--- config.mk ---
export PLATFORM = sky130hd
export DESIGN_NAME = rr_grant_encoder
export DESIGN_NICKNAME = d
export VERILOG_FILES = /design/src/rtl/rr_grant_pkg.sv /design/src/rtl/rr_grant_encoder_onehot_to_bin.sv /design/src/rtl/rr_grant_encoder.sv
export SDC_FILE = /design/constraint.sdc
export NUM_CORES = 1
export LEC_CHECK = 0
export CAP_MARGIN = 30
export CORE_MARGIN = 2
export CORE_UTILIZATION = 30
export CTS_BUF_LIST = sky130_fd_sc_hd__clkbuf_16
export DETAILED_ROUTE_END_ITERATION = 16
export SLEW_MARGIN = 10
export SYNTH_ARGS = -nofsm -noshare
export SYNTH_HDL_FRONTEND = slang
export SYNTH_SLANG_ARGS = --single-unit
--- constraint.sdc ---
create_clock -name clk -period 1.8 [get_ports clk]
set_input_delay 0.18 -clock clk [delete_from_list [all_inputs] [get_ports clk]]
set_output_delay 0.18 -clock clk [all_outputs]
set_load 0.02 [all_outputs]
--- src/rtl/rr_grant_pkg.sv ---
// Shared types, defaults and helpers for the round-robin grant encoder.
package rr_grant_pkg;

    typedef enum logic {
        IDLE  = 1'b0,
        GRANT = 1'b1
    } state_t;

    localparam int N_DEF        = 4;
    localparam int MAX_HOLD_DEF = 8;

    // Rotate the low n bits of v left by amt (amt in 0..n); bits at n and above come back zero.
    function automatic logic [31:0] rotl(input logic [31:0] v, input int unsigned n,
                                         input int unsigned amt);
        logic [31:0] r;
        int unsigned j;
        r = '0;
        for (int i = 0; i < 32; i++) begin
            j = i + amt;
            if (j >= n) j = j - n;
            if (i < n) r[j[4:0]] = v[i];
        end
        return r;
    endfunction

endpackage

--- src/rtl/rr_grant_encoder_onehot_to_bin.sv ---
// Combinational one-hot to binary encoder; a zero input encodes to 0.
module onehot_to_bin #(
    parameter int N = 4,
    parameter int W = $clog2(N)
) (
    input  logic [N-1:0] i_onehot,
    output logic [W-1:0] o_bin
);

    always_comb begin
        o_bin = '0;
        for (int i = 0; i < N; i++) begin
            if (i_onehot[i]) o_bin = o_bin | W'(i);
        end
    end

endmodule

--- src/rtl/rr_grant_encoder.sv ---
// Round-robin arbiter: registers a one-hot grant plus its binary index and
// holds it until done, requester withdrawal, or a MAX_HOLD timeout.
module rr_grant_encoder
    import rr_grant_pkg::*;
#(
    parameter int N        = N_DEF,
    parameter int MAX_HOLD = MAX_HOLD_DEF,
    localparam int W       = $clog2(N)
) (
    input  logic         clk,
    input  logic         rst,
    input  logic [N-1:0] req,
    input  logic         done,
    output logic         grant_valid,
    output logic [N-1:0] grant,
    output logic [W-1:0] grant_idx,
    output logic         timeout,
    output state_t       dbg_state
);

    localparam int CW = $clog2(MAX_HOLD + 1);

    state_t         r_state,       w_state_nxt;
    logic [N-1:0]   r_grant,       w_grant_nxt;
    logic [W-1:0]   r_grant_idx,   w_grant_idx_nxt;
    logic           r_grant_valid, w_grant_valid_nxt;
    logic           r_timeout,     w_timeout_nxt;
    logic [CW-1:0]  r_hold_cnt,    w_hold_cnt_nxt;
    logic [W-1:0]   r_last,        w_last_nxt;

    logic [W-1:0]   w_start;
    logic [N-1:0]   w_rot;
    logic [N-1:0]   w_pick;
    logic [N-1:0]   w_next_grant;
    logic [W-1:0]   w_next_idx;
    logic           w_hold_end;
    logic           w_withdraw;

    // Rotate so the requester after the last winner sits at bit 0, take the
    // lowest set bit, then rotate back into requester numbering.
    assign w_start      = (r_last == W'(N - 1)) ? '0 : r_last + W'(1);
    assign w_rot        = N'(rotl(32'(req), N, N - int'(w_start)));
    assign w_pick       = w_rot & (~w_rot + N'(1));
    assign w_next_grant = N'(rotl(32'(w_pick), N, int'(w_start)));

    onehot_to_bin #(.N(N), .W(W)) u_enc (
        .i_onehot (w_next_grant),
        .o_bin    (w_next_idx)
    );

    assign w_hold_end = (r_hold_cnt == CW'(MAX_HOLD - 1));
    assign w_withdraw = ~req[r_grant_idx];

    always_comb begin
        w_state_nxt       = r_state;
        w_grant_nxt       = r_grant;
        w_grant_idx_nxt   = r_grant_idx;
        w_grant_valid_nxt = r_grant_valid;
        w_timeout_nxt     = 1'b0;
        w_hold_cnt_nxt    = r_hold_cnt;
        w_last_nxt        = r_last;
        case (r_state)
            IDLE: begin
                if (|req) begin
                    w_state_nxt       = GRANT;
                    w_grant_nxt       = w_next_grant;
                    w_grant_idx_nxt   = w_next_idx;
                    w_grant_valid_nxt = 1'b1;
                    w_last_nxt        = w_next_idx;
                    w_hold_cnt_nxt    = '0;
                end
            end
            GRANT: begin
                if (done || w_withdraw || w_hold_end) begin
                    w_state_nxt       = IDLE;
                    w_grant_nxt       = '0;
                    w_grant_valid_nxt = 1'b0;
                    // A timeout coinciding with a normal release is not reported.
                    w_timeout_nxt     = w_hold_end && !done && !w_withdraw;
                end else begin
                    w_hold_cnt_nxt = r_hold_cnt + CW'(1);
                end
            end
            default: begin
                w_state_nxt       = IDLE;
                w_grant_nxt       = '0;
                w_grant_valid_nxt = 1'b0;
            end
        endcase
    end

    always_ff @(posedge clk or posedge rst) begin
        if (rst) begin
            r_state       <= IDLE;
            r_grant       <= '0;
            r_grant_idx   <= '0;
            r_grant_valid <= 1'b0;
            r_timeout     <= 1'b0;
            r_hold_cnt    <= '0;
            r_last        <= W'(N - 1);
        end else begin
            r_state       <= w_state_nxt;
            r_grant       <= w_grant_nxt;
            r_grant_idx   <= w_grant_idx_nxt;
            r_grant_valid <= w_grant_valid_nxt;
            r_timeout     <= w_timeout_nxt;
            r_hold_cnt    <= w_hold_cnt_nxt;
            r_last        <= w_last_nxt;
        end
    end

    assign grant_valid = r_grant_valid;
    assign grant       = r_grant;
    assign grant_idx   = r_grant_idx;
    assign timeout     = r_timeout;
    assign dbg_state   = r_state;

endmodule

==> impl_metrics.json <==
{
  "status": "finished clean",
  "crit_fanout": 9,
  "dpl_worst_slack_ns": 0.0265,
  "avgSynthCellArea_um2": 10.5,
  "synth_edf_count": 0,
  "synth-seq-cells": 15,
  "worst_setup_path_end_kind": "output pin",
  "tns_ns": 0,
  "whs_ns": 0.277,
  "cp_cell_sequence": "clkdlybuf4s50_1",
  "antennaDiodeCount": 0,
  "drc": 0,
  "htreeDepth": 1,
  "power.density_nw_per_um2": 1660,
  "wire_per_inst_um": 14.5,
  "antenna_left": 0,
  "synthArstFlopShare_pct": 100,
  "track_usage_pct": 14.5,
  "yosysWarningCount": 0,
  "worst_slack_ns": 0.183,
  "yosys.area_share.xor_xnor_pct": 0,
  "vias": 666,
  "ctsRootBufferMaster": "clkbuf_16",
  "syn2layout_area_growth_pct": 36.8,
  "final_max_slew_viol_count": 0,
  "syn_inst": 74,
  "synthDistinctLibCells": 33,
  "p_leak_nw": 0.491,
  "crit_slowest_cell": "clkdlybuf4s50_1",
  "clock_path_buffers": 2,
  "gr-total-overflow": 0,
  "dp_hpwl_mm": 1.28,
  "final_cell_mix": "15 x clkdlybuf4s50_1, 13 x dfrtp_1, 6 x inv_1",
  "finalHoldViolations": 0,
  "synthMuxAreaShare_pct": 2.90,
  "die_w_um": 54.9,
  "synth_compound_area_share_pct": 23.7,
  "grt_pass1_vias": 645,
  "core_area_um2": 2450,
  "crit_family": "buffers and inverters",
  "routed_via_density": 5.33,
  "grt_first_pass_wirelength_mm": 2.98,
  "wirelength_mm": 1.81,
  "syn_nets": 82,
  "hold_class": "primary input to asynchronous set/reset pin",
  "floorplan.initialDensity_pct": 31.6,
  "fin_nets": 104,
  "start_kind": "register",
  "worstMarginPinSlew_ns": 0.560,
  "dr.first_iter.drc_count": 7,
  "cts_inserted_buffers": 3,
  "vdd_drop_max_mv": 0.939,
  "post_cts_resized": 0,
  "clk_latency_ns": 0.25,
  "pin_count": 16,
  "min_period_ns": 1.62,
  "synthSimpleGateAreaFrac_pct": 17.6,
  "cp.arrival_ns": 1.44,
  "netlist_area_um2": 776,
  "worstSetupPathType": "register to output pin",
  "finalCritPeriodShare_pct": 89.8,
  "cp.required_ns": 1.62,
  "dieArea_um2": 3010,
  "crit_path_max_incr_delay_ns": 0.67,
  "clock_sinks": 15,
  "clk_pin_slew_ns": 0.05,
  "finalSetupViolations": 0,
  "ys_seq_area_share_pct": 48.7,
  "postCtsHoldBufs": 0,
  "grt_setup_unrepaired": "no",
  "cp_num_buf_inv": 1,
  "clock_skew_ns": 0.00458,
  "cts_tree": "done",
  "routabilityCongestion": 0.839,
  "synth_top_family_by_area": "compound AO/OA/AOI/OAI gates",
  "drtPass1Iterations": 4,
  "maxSlewHeadroom_pct": 62.6,
  "antenna_found_initial": 0,
  "final_common_cell": "clkdlybuf4s50_1",
  "cap_violations": 0,
  "drive_above_1_share_pct": 16.8,
  "rows": 18,
  "die_y_um": 54.9,
  "fmax_mhz": 619,
  "grt_max_degree": 16,
  "synth_fa_ha_area_share_pct": 1.61,
  "synth_flop_cell": "dfrtp_1",
  "cts_setup_buffers": 0,
  "io_buffers": 15
}
-- flip-flops by register name, indices dropped and copies added (netlist names) --
register and flops:
dbg_state 1, grant 4, grant_idx 2, grant_valid 1
r_hold_cnt 4, r_last 2, timeout 1
-- cell usage after synthesis (all sizes together), types with 2 or more instances --
cell | n | area (um2)
nor2b | 2 | 12.5
dfrtp | 13 | 325
nand3 | 5 | 30.0
buf | 2 | 16.3
o311ai | 2 | 17.5
a21o | 3 | 22.5
a211o | 4 | 35.0
a21oi | 4 | 20.0
nand2b | 2 | 12.5
nand3b | 2 | 15.0
inv | 6 | 22.5
dfstp | 2 | 52.6
a211oi | 2 | 20.0
nor2 | 3 | 11.3
nand2 | 4 | 17.5
o21ai | 5 | 25.0
-- area by class of cell --
class / instances / area, um2
inverters: 6 / 22.5
flip-flops and latches: 15 / 378
multi-input cells: 50 / 355
fillers: 242 / 1390
clock inverters: 1 / 5.00
repair buffers: 20 / 188
clock buffers: 3 / 75.1
well taps: 30 / 37.5
-- per-stage QoR --
stage	utilization, %	cells	total power, W	cell area [um2]
2_1_floorplan	-	74	0.00101	776
3_3_place_gp	40.0	121	0.00130	981
3_5_place_dp	40.0	121	0.00132	981
4_1_cts	43.2	125	0.00178	1060
5_1_grt	43.2	125	0.00187	1060
6_report	43.2	125	0.00176	1060
-- worst paths after layout --
path	cells past startpoint	from	end	slack [ns]
max in group asynchronous	2	rst	r_hold_cnt[3]	1.15
max reg2reg	3	grant_idx[0]	r_hold_cnt[2]	0.26
max	1	dbg_state	dbg_state	0.18
min in group clk	1	grant[1]	grant[1]	0.48
min	2	rst	grant_idx[1]	0.28
min reg2reg	1	grant[1]	grant[1]	0.48
-- layer usage --
layer	wire length (um)	up-vias	track usage [%]	part of all wire [%]
met2	915	12	24.2	51
li1	-	318	-	-
met3	68	4	4.92	3.8
met5	0	-	0	0
met4	32	0	6.67	1.8
met1	791	332	16.6	44
-- cell families (layout without fill, tap and decap cells) --
family,Yosys count,count (layout)
DFF,15,15
AOI/OAI and AO/OA,25,25
buffers and inverters,9,30
and+or+nand+nor,23,23
muxes,1,1
adders and majority gates,1,1
-- power by group --
| group | internal [W] | switching [W] | total [W] | leakage (nW) |
|---|---|---|---|---|
| Sequential | 0.000475 | 0.000142 | 0.000618 | 0.192 |
| Clock | 0.000297 | 0.000142 | 0.000439 | 0.0409 |
| Combinational | 0.000358 | 0.000347 | 0.000705 | 0.258 |
(Power assumes the default switching activity.)
